--- src/rtl/muldiv_unit.sv ---
// muldiv_unit
// ----------------------------------------------------------------------------
// Iterative multiply/divide unit holding the architectural HI/LO registers of
// the MIPS datapath. Operands come straight from the register-file read ports
// (rs -> a, rt -> b). Results land in HI/LO, which feed MFHI/MFLO.
//
// Ports
//   clk    in  1   single clock, all state on posedge
//   reset  in  1   asynchronous, active-high; clears all state
//   start  in  1   request new operation (accepted only when idle)
//   op     in  2   00 MULT, 01 MULTU, 10 DIV, 11 DIVU (sampled with start)
//   a      in  32  rs: multiplicand / dividend (sampled with start)
//   b      in  32  rt: multiplier / divisor (sampled with start)
//   hi_we  in  1   MTHI write enable (idle only)
//   lo_we  in  1   MTLO write enable (idle only)
//   wd     in  32  MTHI/MTLO write data
//   busy   out 1   operation in flight; start and HI/LO writes are dropped
//   done   out 1   one-cycle pulse in the cycle HI/LO show a new result
//   hi     out 32  HI register
//   lo     out 32  LO register
//
// Handshake: start is a single-cycle request; it is taken on an edge where
// busy is low and ignored otherwise (no queueing). done pulses exactly once
// per accepted operation, in the first cycle the new HI/LO are visible.
//
// Build option
//   MULDIV_FAST_MUL_EN  when defined, MULT/MULTU use a combinational 32x32
//                       multiplier: result written one edge after the start
//                       edge, busy never asserted. DIV/DIVU stay iterative.
//
// Latency (iterative path): start taken at E0, 32 RUN steps at E1..E32,
// FIX cycle writes HI/LO at E33; busy is high for 33 cycles.
// ----------------------------------------------------------------------------
module muldiv_unit (
  input  logic        clk,
  input  logic        reset,
  input  logic        start,
  input  logic [1:0]  op,
  input  logic [31:0] a,
  input  logic [31:0] b,
  input  logic        hi_we,
  input  logic        lo_we,
  input  logic [31:0] wd,
  output logic        busy,
  output logic        done,
  output logic [31:0] hi,
  output logic [31:0] lo
);

  typedef enum logic [1:0] {
    S_IDLE = 2'd0,
    S_RUN  = 2'd1,
    S_FIX  = 2'd2
  } state_t;

  state_t      state, state_n;
  logic [4:0]  cnt, cnt_n;
  // Multiply: {partial product, remaining multiplier bits}.
  // Divide:   {partial remainder, dividend bits / quotient bits}.
  logic [63:0] acc, acc_n;
  // Multiplicand magnitude (multiply) or divisor magnitude (divide).
  logic [31:0] mcand, mcand_n;
  logic        is_div, is_div_n;
  logic        neg_q, neg_q_n;       // negate product / quotient
  logic        neg_r, neg_r_n;       // negate remainder (sign of dividend)
  logic        div_zero, div_zero_n;
  logic        busy_n, done_n;
  logic [31:0] hi_n, lo_n;
`ifdef MULDIV_FAST_MUL_EN
  logic        fast_pend, fast_pend_n;
`endif

  // --------------------------------------------------------------------------
  // Operand conditioning at start: signed ops work on magnitudes and fix the
  // sign at the end. 32'h8000_0000 maps to itself, which is the correct
  // unsigned magnitude.
  // --------------------------------------------------------------------------
  logic        op_signed;
  logic [31:0] mag_a, mag_b;

  assign op_signed = ~op[0];
  assign mag_a     = (op_signed && a[31]) ? (32'd0 - a) : a;
  assign mag_b     = (op_signed && b[31]) ? (32'd0 - b) : b;

  // --------------------------------------------------------------------------
  // One iteration step.
  // Multiply: add multiplicand into upper half when the current multiplier
  // bit is set, then shift the whole accumulator right (carry enters bit 63).
  // Divide (restoring): shift left, trial-subtract divisor from the upper
  // half; keep the difference and set the quotient bit when non-negative.
  // The shifted remainder needs 33 bits because it can exceed 32 bits before
  // the subtraction.
  // --------------------------------------------------------------------------
  logic [32:0] mul_sum;
  logic [32:0] rem_sh;
  logic [32:0] div_diff;

  assign mul_sum  = {1'b0, acc[63:32]} + (acc[0] ? {1'b0, mcand} : 33'd0);
  assign rem_sh   = acc[63:31];
  assign div_diff = rem_sh - {1'b0, mcand};

  // --------------------------------------------------------------------------
  // Result sign correction (shared by iterative and fast paths).
  // Divide by zero: the restoring loop naturally yields remainder = |a| and
  // quotient = all ones; re-applying the dividend sign to the remainder
  // restores a, and the quotient is forced so the sign fix cannot alter it.
  // --------------------------------------------------------------------------
  logic [63:0] mag_res;
  logic [63:0] prod_fix;
  logic [31:0] quo_fix, rem_fix;
  logic [31:0] res_hi, res_lo;

`ifdef MULDIV_FAST_MUL_EN
  assign mag_res = fast_pend ? ({32'd0, mcand} * {32'd0, acc[31:0]}) : acc;
`else
  assign mag_res = acc;
`endif

  assign prod_fix = neg_q ? (64'd0 - mag_res) : mag_res;
  assign quo_fix  = neg_q ? (32'd0 - mag_res[31:0]) : mag_res[31:0];
  assign rem_fix  = neg_r ? (32'd0 - mag_res[63:32]) : mag_res[63:32];
  assign res_hi   = is_div ? rem_fix : prod_fix[63:32];
  assign res_lo   = is_div ? (div_zero ? 32'hFFFF_FFFF : quo_fix)
                           : prod_fix[31:0];

  // --------------------------------------------------------------------------
  // Next-state / datapath logic
  // --------------------------------------------------------------------------
  always_comb begin
    state_n    = state;
    cnt_n      = cnt;
    acc_n      = acc;
    mcand_n    = mcand;
    is_div_n   = is_div;
    neg_q_n    = neg_q;
    neg_r_n    = neg_r;
    div_zero_n = div_zero;
    done_n     = 1'b0;
    hi_n       = hi;
    lo_n       = lo;
`ifdef MULDIV_FAST_MUL_EN
    fast_pend_n = 1'b0;
`endif

    case (state)
      S_IDLE: begin
        if (hi_we) hi_n = wd;
        if (lo_we) lo_n = wd;
`ifdef MULDIV_FAST_MUL_EN
        // Fast multiply result lands one edge after its start and takes
        // priority over an MTHI/MTLO on the same edge.
        if (fast_pend) begin
          hi_n   = res_hi;
          lo_n   = res_lo;
          done_n = 1'b1;
        end
`endif
        if (start) begin
          is_div_n   = op[1];
          cnt_n      = 5'd0;
          div_zero_n = (b == 32'd0);
          if (op[1]) begin
            acc_n   = {32'd0, mag_a};
            mcand_n = mag_b;
            neg_q_n = op_signed & (a[31] ^ b[31]);
            neg_r_n = op_signed & a[31];
          end else begin
            acc_n   = {32'd0, mag_b};
            mcand_n = mag_a;
            neg_q_n = op_signed & (a[31] ^ b[31]);
            neg_r_n = 1'b0;
          end
`ifdef MULDIV_FAST_MUL_EN
          if (op[1]) state_n = S_RUN;
          else       fast_pend_n = 1'b1;
`else
          state_n = S_RUN;
`endif
        end
      end

      S_RUN: begin
        if (is_div) begin
          if (!div_diff[32]) acc_n = {div_diff[31:0], acc[30:0], 1'b1};
          else               acc_n = {rem_sh[31:0],   acc[30:0], 1'b0};
        end else begin
          acc_n = {mul_sum, acc[31:1]};
        end
        cnt_n = cnt + 5'd1;
        if (cnt == 5'd31) state_n = S_FIX;
      end

      S_FIX: begin
        hi_n    = res_hi;
        lo_n    = res_lo;
        done_n  = 1'b1;
        state_n = S_IDLE;
      end

      default: state_n = S_IDLE;
    endcase

    busy_n = (state_n != S_IDLE);
  end

  // --------------------------------------------------------------------------
  // State registers
  // --------------------------------------------------------------------------
  always_ff @(posedge clk or posedge reset) begin
    if (reset) begin
      state    <= S_IDLE;
      cnt      <= 5'd0;
      acc      <= 64'd0;
      mcand    <= 32'd0;
      is_div   <= 1'b0;
      neg_q    <= 1'b0;
      neg_r    <= 1'b0;
      div_zero <= 1'b0;
      busy     <= 1'b0;
      done     <= 1'b0;
      hi       <= 32'd0;
      lo       <= 32'd0;
`ifdef MULDIV_FAST_MUL_EN
      fast_pend <= 1'b0;
`endif
    end else begin
      state    <= state_n;
      cnt      <= cnt_n;
      acc      <= acc_n;
      mcand    <= mcand_n;
      is_div   <= is_div_n;
      neg_q    <= neg_q_n;
      neg_r    <= neg_r_n;
      div_zero <= div_zero_n;
      busy     <= busy_n;
      done     <= done_n;
      hi       <= hi_n;
      lo       <= lo_n;
`ifdef MULDIV_FAST_MUL_EN
      fast_pend <= fast_pend_n;
`endif
    end
  end

endmodule

--- config.mk ---
export PLATFORM = sky130hd
export DESIGN_NAME = muldiv_unit
export DESIGN_NICKNAME = d
export VERILOG_FILES = /design/src/rtl/muldiv_unit.sv
export SDC_FILE = /design/constraint.sdc
export NUM_CORES = 1
export LEC_CHECK = 0
export CORE_UTILIZATION = 30
export CTS_BUF_LIST = sky130_fd_sc_hd__clkbuf_4 sky130_fd_sc_hd__clkbuf_8
export DETAILED_ROUTE_END_ITERATION = 7
export SETUP_SLACK_MARGIN = 0.15
export SYNTH_ARGS = -nofsm -noshare
export SYNTH_HDL_FRONTEND = slang
export SYNTH_SLANG_ARGS = --single-unit
--- constraint.sdc ---
create_clock -name clk -period 16.03 [get_ports clk]
set_input_delay 3.206 -clock clk [delete_from_list [all_inputs] [get_ports clk]]
set_output_delay 3.206 -clock clk [all_outputs]
set_load 0.05 [all_outputs]
==> results of run 1 <==
## final cells by class
type,instances,area (um2),share of cell area
Clock buffer,18,241,0.0139
Timing Repair Buffer,184,1800,0.104
Multi-Input combinational cell,1545,9730,0.561
Clock inverter,14,179,0.0103
Sequential cell,173,4330,0.250
Tap cell,656,821,0.0473
Inverter,65,249,0.0144
## power breakdown
| part | internal, uW | switching, uW |
|---|---|---|
| sequential | 653 | 321 |
| combinational | 1100 | 1720 |
| clock | 121 | 211 |
## how the worst max path moves through the flow
stage | startpoint | endpoint | slack, ns | depth (start not counted)
after CTS | b[3] | acc[30] | 9.84 | 10
after detailed placement | b[3] | acc[30] | 9.31 | 10
after floorplan | reset | acc[0] | 8.14 | 1
final | b[3] | acc[30] | 9.63 | 10
after global placement | b[3] | acc[30] | 9.36 | 10
after global routing | b[3] | acc[30] | 9.40 | 10
## routing by layer
| metal | up-vias | share of wire |
|---|---|---|
| met5 | - | 0 |
| met4 | 0 | 0.025 |
| met3 | 71 | 0.068 |
| met2 | 600 | 0.43 |
| met1 | 7210 | 0.48 |
| li1 | 7034 | - |
## flip-flops by register name (all words and copies together), names as in the netlist, 2 cells and up
register  flops
acc          64
cnt           5
hi           32
lo           32
mcand        32
state         2
## through the flow
| step | hold WS, ns | worst slack [ns] |
|---|---|---|
| 3_5_place_dp | 0.469 | 9.31 |
| 2_1_floorplan | 0.449 | 8.14 |
| 6_report | 0.490 | 9.63 |
| 4_1_cts | 0.493 | 9.84 |
| 3_3_place_gp | 0.465 | 9.36 |
| 5_1_grt | 0.508 | 9.40 |
## cells by family after synthesis
family / after synthesis
compound gates: 646
simple gates: 594
buf+inv: 189
flops: 173
xor+xnor: 172
fa+ha+maj: 72
mux: 61
## cells in the final DEF, fill, tap and decap left out, types with 8 or more instances in the layout
cell             netlist  layout
or4_1                 12      12
o211ai_1              15      15
ha_1                  70      70
nand2_1              197     197
o22ai_1               35      35
a21o_1                33      33
o31ai_1               25      25
xnor2_1               99      99
xor2_1                73      72
dfrtp_1              173     172
and3_1                11      11
or3_1                 22      22
a31oi_1               17      17
inv_1                 64      62
o21ai_0              220     220
nand3_1               22      22
nand4_1               15      15
nor2b_1                9       8
buf_4                  1      16
a22oi_1               21      21
nor4_1                13      13
nor3_1                37      37
nor2_1               186     183
and2_1                 8       8
clkbuf_8               0      17
o41ai_1               11      11
or2_2                  9       9
a211oi_1              17      17
mux2i_1               58      58
clkdlybuf4s50_1        0     167
a21oi_1              187     187
nand2b_1              17      17
## critical path, cell delays in order
cell and delay [ns]:
clkdlybuf4s50_1 0.47, nor4_1 0.74, nand4b_1 0.40, nor4_1 1.11
a31oi_1 0.22, xor2_1 0.22, nor2_1 0.10, a21oi_1 0.06
o21ai_0 0.19, nand2_1 0.07
==> run summary, run 1 <==
The run finished with clean final reports. Clock latency on the worst-skew pair, taken at its later pin, is 0.51 ns. The overflow left after global routing is 0. Gates resized during post-CTS repair numbered 0.

The count of distinct cell types in the synthesized netlist is 77. The tool flagged a number of max-cap violations equal to 0. In the routed design, unresolved DRC markers number 0. For this design the ratio of total power to cell area is 238 mW/mm2. The total area inside the core boundary comes to 0.0481 mm2. The top flip-flop cell by instance count after synthesis is dfrtp_1. The analysis attributes to cell leakage a power of 0.00708 uW.

The buffer depth of the longest clock path is 2, and the half-perimeter wire length of the detailed placement result is 42200 um. The worst reg2reg path endpoint is acc[32]. Fraction of synthesis flops using an asynchronous set or reset pin: 1.00.

Yosys printed 0 warnings. The post-synthesis cell area is 0.0148 mm2, and the area share of the largest cell type after synthesis is 0.293. The die area was 0.0501 mm2.

The commonest cells after synthesis are 220 x o21ai_0, 197 x nand2_1, 187 x a21oi_1. The tools report the clock root buffer as clkbuf_8. Entering global routing, the biggest net connects 112 pins. The worst endpoint data arrival time was 6.79 ns; the post-CTS setup repair buffer count was 0. Largest area contributor in the synthesized netlist: dfrtp_1. The largest fanout on the critical path works out to 7. The class of the tightest hold or removal check was reg -> reg.

The most common cell in the synthesized netlist is o21ai_0. The smallest clock period supported by the final layout is computed as 6.40 ns. For the site row count, the log shows 80. The net count after synthesis was 2082; the instance count after placement with tap cells included was 2623.

Detailed routing inserted a total of 14900 vias. The initial antenna violation count was 0; the post-detailed-route wirelength per cell was 20.6 um. The tools report the total number of nets in the final design as 2161.

The die boundary height was 224 um; the slew at the pin closest to its max-slew limit was 1.22 ns. Non-filler instance count after layout: 2655. Yosys attributes the largest share of cell area to dfrtp_1 29%, o21ai_0 7.5%, a21oi_1 6.3%, ha_1 5.9%, xnor2_1 5.9%. In this run, CTS created clock tree buffers numbering 17. The start of the worst register-to-register path is acc[31]. The run gives 0.113 mV as the worst vdd rail ir drop. The area share of fa/ha/maj cells after synthesis is 0.0621, and the number of fill cells is 5022. TritonCTS built the clock tree. The simple logic cell fraction of the synthesized area is 0.189. The tools report the number of max-slew violations in the final report as 0. The antenna cell count was 0. 169 I/O pins were placed. The worst setup path is launched from a primary input. The sequential area share after synthesis is 0.293, and the via density per instance is 5.62.

The kind of critical path was in -> reg. The global-route met3 utilization came out at 0.0312. Origin of the worst min-delay path: lo[3]. Setup repair after global routing left no endpoint under its margin.

The run gives 54700 um as the detailed-route wire length. The first routing iteration left 1659 violations. The clock arrives with 0.0251 ns of skew. First-pass iteration count of the detailed router: 5. After clock tree synthesis, the flow added hold-fix buffers numbering 0. The worst register-to-register path has a depth of 13. The run gives 16.42 ns as the critical path required time.

The fraction of synthesized area in multiplexers was 0.0416; the synthesis-to-finish area growth was 17.6%. Post-detailed-route count of antenna-violating nets: 0. For the number of instances in the synthesized netlist, the log shows 1907. The effective utilization at floorplan was 0.306; the global-route usage over all layers was 0.213. The worst slew margin relative to its limit is 0.177. The total count of hold-check failures in the final report is 0, and the wire length of the first global-routing pass is 82500 um. For the final routed database, the setup TNS stands at 0 ns. For this run, the top clock speed supported by timing is 156 MHz. The number of enable-type register cells in the synthesized netlist was 0. The fraction of the mapped netlist area in compound gates is 0.261, and the final clock period utilization by the worst path is 0.399.

For hold timing, the worst endpoint is lo[3]. By area, the combinational part of the netlist is dominated by compound AO/OA/AOI/OAI gates. The share of the synthesized netlist area taken by xor and xnor gates was 0.102. The cell area after layout was 0.0173 mm2; the post-route core utilization was 0.360.

At the end of routability-driven placement, the weighted congestion stood at 0.913. The number of input and output port buffers inserted was 168. Synthesis inferred 173 register bits. The fraction of layout cells with a size suffix above 1 was 0.0415; the mean cell area of the mapped netlist was 7.74 um2.

Along the worst hold path, the cell count comes to 2. The number of levels in the clock H-tree was 4. The number of global-route vias before repair came out at 13700. The global-route track usage on met1 was 0.314; the floorplan die width was 224 um. Setup violations remaining at the end of the flow were counted as 0.

The worst reg-to-reg setup slack was 11.33 ns; the placed instance area was 0.0169 mm2. The element type at the critical path end was a flop. The clock sink count is 173. After clock tree synthesis, the clock-pin slew on the worst setup and hold paths is 0.10 ns. The layer flagged by global routing as most heavily used is met2.

Total power consumption of the routed design: 4130 uW. The met2 track demand over resource is 0.320.
Power figures use the tool's default switching activity.
==> run 2, diff against run 1 <==
Clock period 16.03 ns to 6.1 ns, I/O delays scaled along.
==> run 2 against run 1 <==
Core utilization is essentially flat; combinational power grew to 2.7 times the previous value; clock skew grew 0.0047 ns; critical path type is now reg -> reg; clock-buffer cell count is the same; cell count is essentially flat; cell area is essentially flat; sequential share of layout area is essentially flat; wire length grew 0.18%.
==> run summary, run 2 (synthesis gave the netlist of run 1 again) <==
The flow ran to the end, and the final reports show no timing, DRC or antenna violations. The largest fanout on the critical path is 25 (+18), and the post-route core utilization is 0.360 (about the same). Overflow left after global routing: 0 (unchanged). The worst hold path belongs to the class reg -> reg.

The run gives 0.0298 ns (+0.00466 ns) as the clock skew after layout. The total count of hold-check failures in the final report was 0 (unchanged). The global-route met3 utilization was 0.0367 (+0.00551). Number of buffers inserted by hold repair at cts: 0 (unchanged). The logs give 43000 um (+1.9%) for the half-perimeter wire length of the detailed placement result and 1527 (-8.0%) for the number of design-rule violations left by the first detailed-router iteration.

The post-detailed-route wirelength per cell works out to 20.6 um (+0.10%). The areal power density over the cells was 634 mW/mm2 (+170%); the number of input and output port buffers inserted was 168 (unchanged). The I/O pin count is 169 (unchanged). Kind of critical path: reg -> reg. The tools report the TritonCTS buffer count as 17 (unchanged). The tree is rooted in a clkbuf_8. The clock share of power was 0.080 (about the same); the clock sink count was 173 (unchanged).

The final clock period utilization by the worst path is 0.715, and the first-pass iteration count of the detailed router is 8 (+3). For the total number of nets in the final design, the log shows 2162 (+0.046%). For the final setup TNS, the log shows 0 ns (unchanged). Busiest layer in global routing: met2. The element type at the critical path end was a flop. On the critical path, the stage with the largest delay is an instance of o311ai_2. The residual DRC count is 0 (unchanged), and the initial antenna violation count is 1 (+1). Setup repair after global routing left no endpoint under its margin. The via density per instance came out at 5.63 (+0.29%). Family with the most delay on the worst path: compound AO/OA/AOI/OAI gates. The worst slew margin relative to its limit was 0.229 (+0.0515). Slew at the pin closest to its max-slew limit: 1.15 ns (-0.0683 ns). The library cell used most frequently in the layout, excluding fill and tap cells, is o21ai_0. Number of global-route vias before repair: 13800 (+0.051%). The flip-flop count of the largest register, all copies and words added works out to 64 (unchanged). The post-cts repair resize count is 0 (unchanged), and the net switching share of the total power is 0.544 (-0.00155). The total power consumption of the routed design was 11000 uW (+170%). The instance count after placement with tap cells included was 2624 (+0.038%). The switching power of the nets is 5990 uW (+170%), and the met2 track demand over resource is 0.321 (+0.00121). In this design, the critical path's most frequently occurring cell is a21oi_1. The logs give 4.77 ns (-2.02 ns) for the worst endpoint data arrival time and 229 MHz for the highest clock rate. The tools report the share of total power in sequential cells as 0.233 (-0.003). TritonCTS built the clock tree.

STA classifies the critical path startpoint as a flop. The die area was 0.0501 mm2 (unchanged); the detailed-route wire length was 54800 um (+0.18%). The logs give 2 (unchanged) for the buffer depth of the longest clock path and 0.320 (+0.00597) for the global-route track usage on met1. The post-detailed-route count of antenna-violating nets was 0 (unchanged). The number of max-slew violations in the final report is 0 (unchanged), and the portion of total power attributed to combinational logic is 0.687 (+0.003). The critical path required time was 6.51 ns (-9.91 ns); the max-cap check violation count was 0 (unchanged). The number of levels in the clock H-tree was 4 (unchanged). The run gives 111 (-0.89%) as the maximum number of pins on one net before global-route repair. The run gives 0.299 mV (+160%) as the worst vdd rail ir drop. Effective utilization at floorplan: 0.306 (unchanged).

The clock-pin slew on the worst setup and hold paths was 0.10 ns (about the same); the floorplan die width was 224 um (unchanged). The synthesis-to-finish area growth was 17.6% (about the same); the cell area after layout was 0.0173 mm2 (about the same). The final weighted congestion of routability-driven global placement is 0.949 (+4.0%).

Walking the worst path, the cells encountered are inv_1, ha_1, fa_1, nand2b_1, a21oi_1, o211ai_1, a21oi_1, a21oi_1, o311ai_2, xor2_4, buf_12, mux2_2, o221ai_1. The tools report the internal power as 5010 uW (+170%). The total via count after detailed routing is 15000 (+0.37%), and the die boundary height is 224 um (unchanged).

The count of endpoints failing setup in the final report is 0 (unchanged). acc holds more flip-flops than any other register. The site row count is 80 (unchanged), and the placed instance area is 0.0169 mm2 (+0.12%). The reported leakage power came out at 0.00707 uW (-0.13%). The number of buffer and inverter instances along the worst setup path works out to 2 (+1).

The fraction of layout cells with a size suffix above 1 is 0.0420 (+0.000479). The global-route usage over all layers came out at 0.217 (+0.00368). The wire length of the first global-routing pass is 83500 um (+1.2%). The routed design could run at a clock period as short as 4.36 ns. Area of the core region: 0.0481 mm2 (unchanged). The clock insertion delay at the later pin of the skew report was 0.52 ns (about the same); the delay of the slowest critical-path stage was 0.60 ns (-0.51 ns). The post-CTS setup repair buffer count was 0 (unchanged). The top cell types in the final layout, fill and taps aside, are 220 x o21ai_0, 197 x nand2_1, 187 x a21oi_1. The non-filler instance count after layout is 2657 (+0.075%).
-- run 2: power by group through the flow --
stage | logic (uW) | registers, uW | clock network (uW)
floorplan | 4860 | 2850 | 0
global placement | 7370 | 2540 | 0
detailed placement | 7430 | 2560 | 0
CTS | 7460 | 2530 | 888
global route | 8220 | 2630 | 927
finish | 7560 | 2560 | 879
-- run 2: worst paths after layout --
| path | endpoint | cells past startpoint | from | slack, ns |
|---|---|---|---|---|
| min in group asynchronous | acc[63] | 2 | reset | 1.21 |
| worst min-delay path | lo[0] | 2 | lo[0] | 0.49 |
| worst min register to register | lo[0] | 2 | lo[0] | 0.49 |
| worst max register to register | acc[32] | 13 | acc[31] | 1.74 |
| worst max-delay path | acc[32] | 13 | acc[31] | 1.74 |
| max in group asynchronous | hi[9] | 3 | reset | 3.66 |
-- run 2: final cells by class --
| class | count | area [um2] |
|---|---|---|
| Fill cell | 5039 | 30800 |
| Tap cell | 656 | 821 |
| Timing Repair Buffer | 185 | 1820 |
| Multi-Input combinational cell | 1545 | 9730 |
| Clock inverter | 14 | 159 |
| Sequential cell | 173 | 4330 |
| Clock buffer | 18 | 241 |
| Antenna cell | 1 | 2.50 |
| Inverter | 65 | 249 |
-- run 2: tightest hold or removal path: stages, from the launching register on --
cell and delay [ns]:
dfrtp_1 0.35, nand2_1 0.05, o21ai_0 0.06
-- run 2: stage by stage --
stage	hold slack, ns	setup slack [ns]
after floorplan	0.449	0.192
after global placement	0.462	1.56
after detailed placement	0.471	1.51
after CTS	0.492	1.78
after global routing	0.512	1.43
final	0.489	1.74
-- run 2: per-layer routing --
layer,vias to the layer above,wire [um]
met5,-,0
met4,0,1310
met3,66,4430
met2,682,23400
met1,7191,25700
li1,7031,-
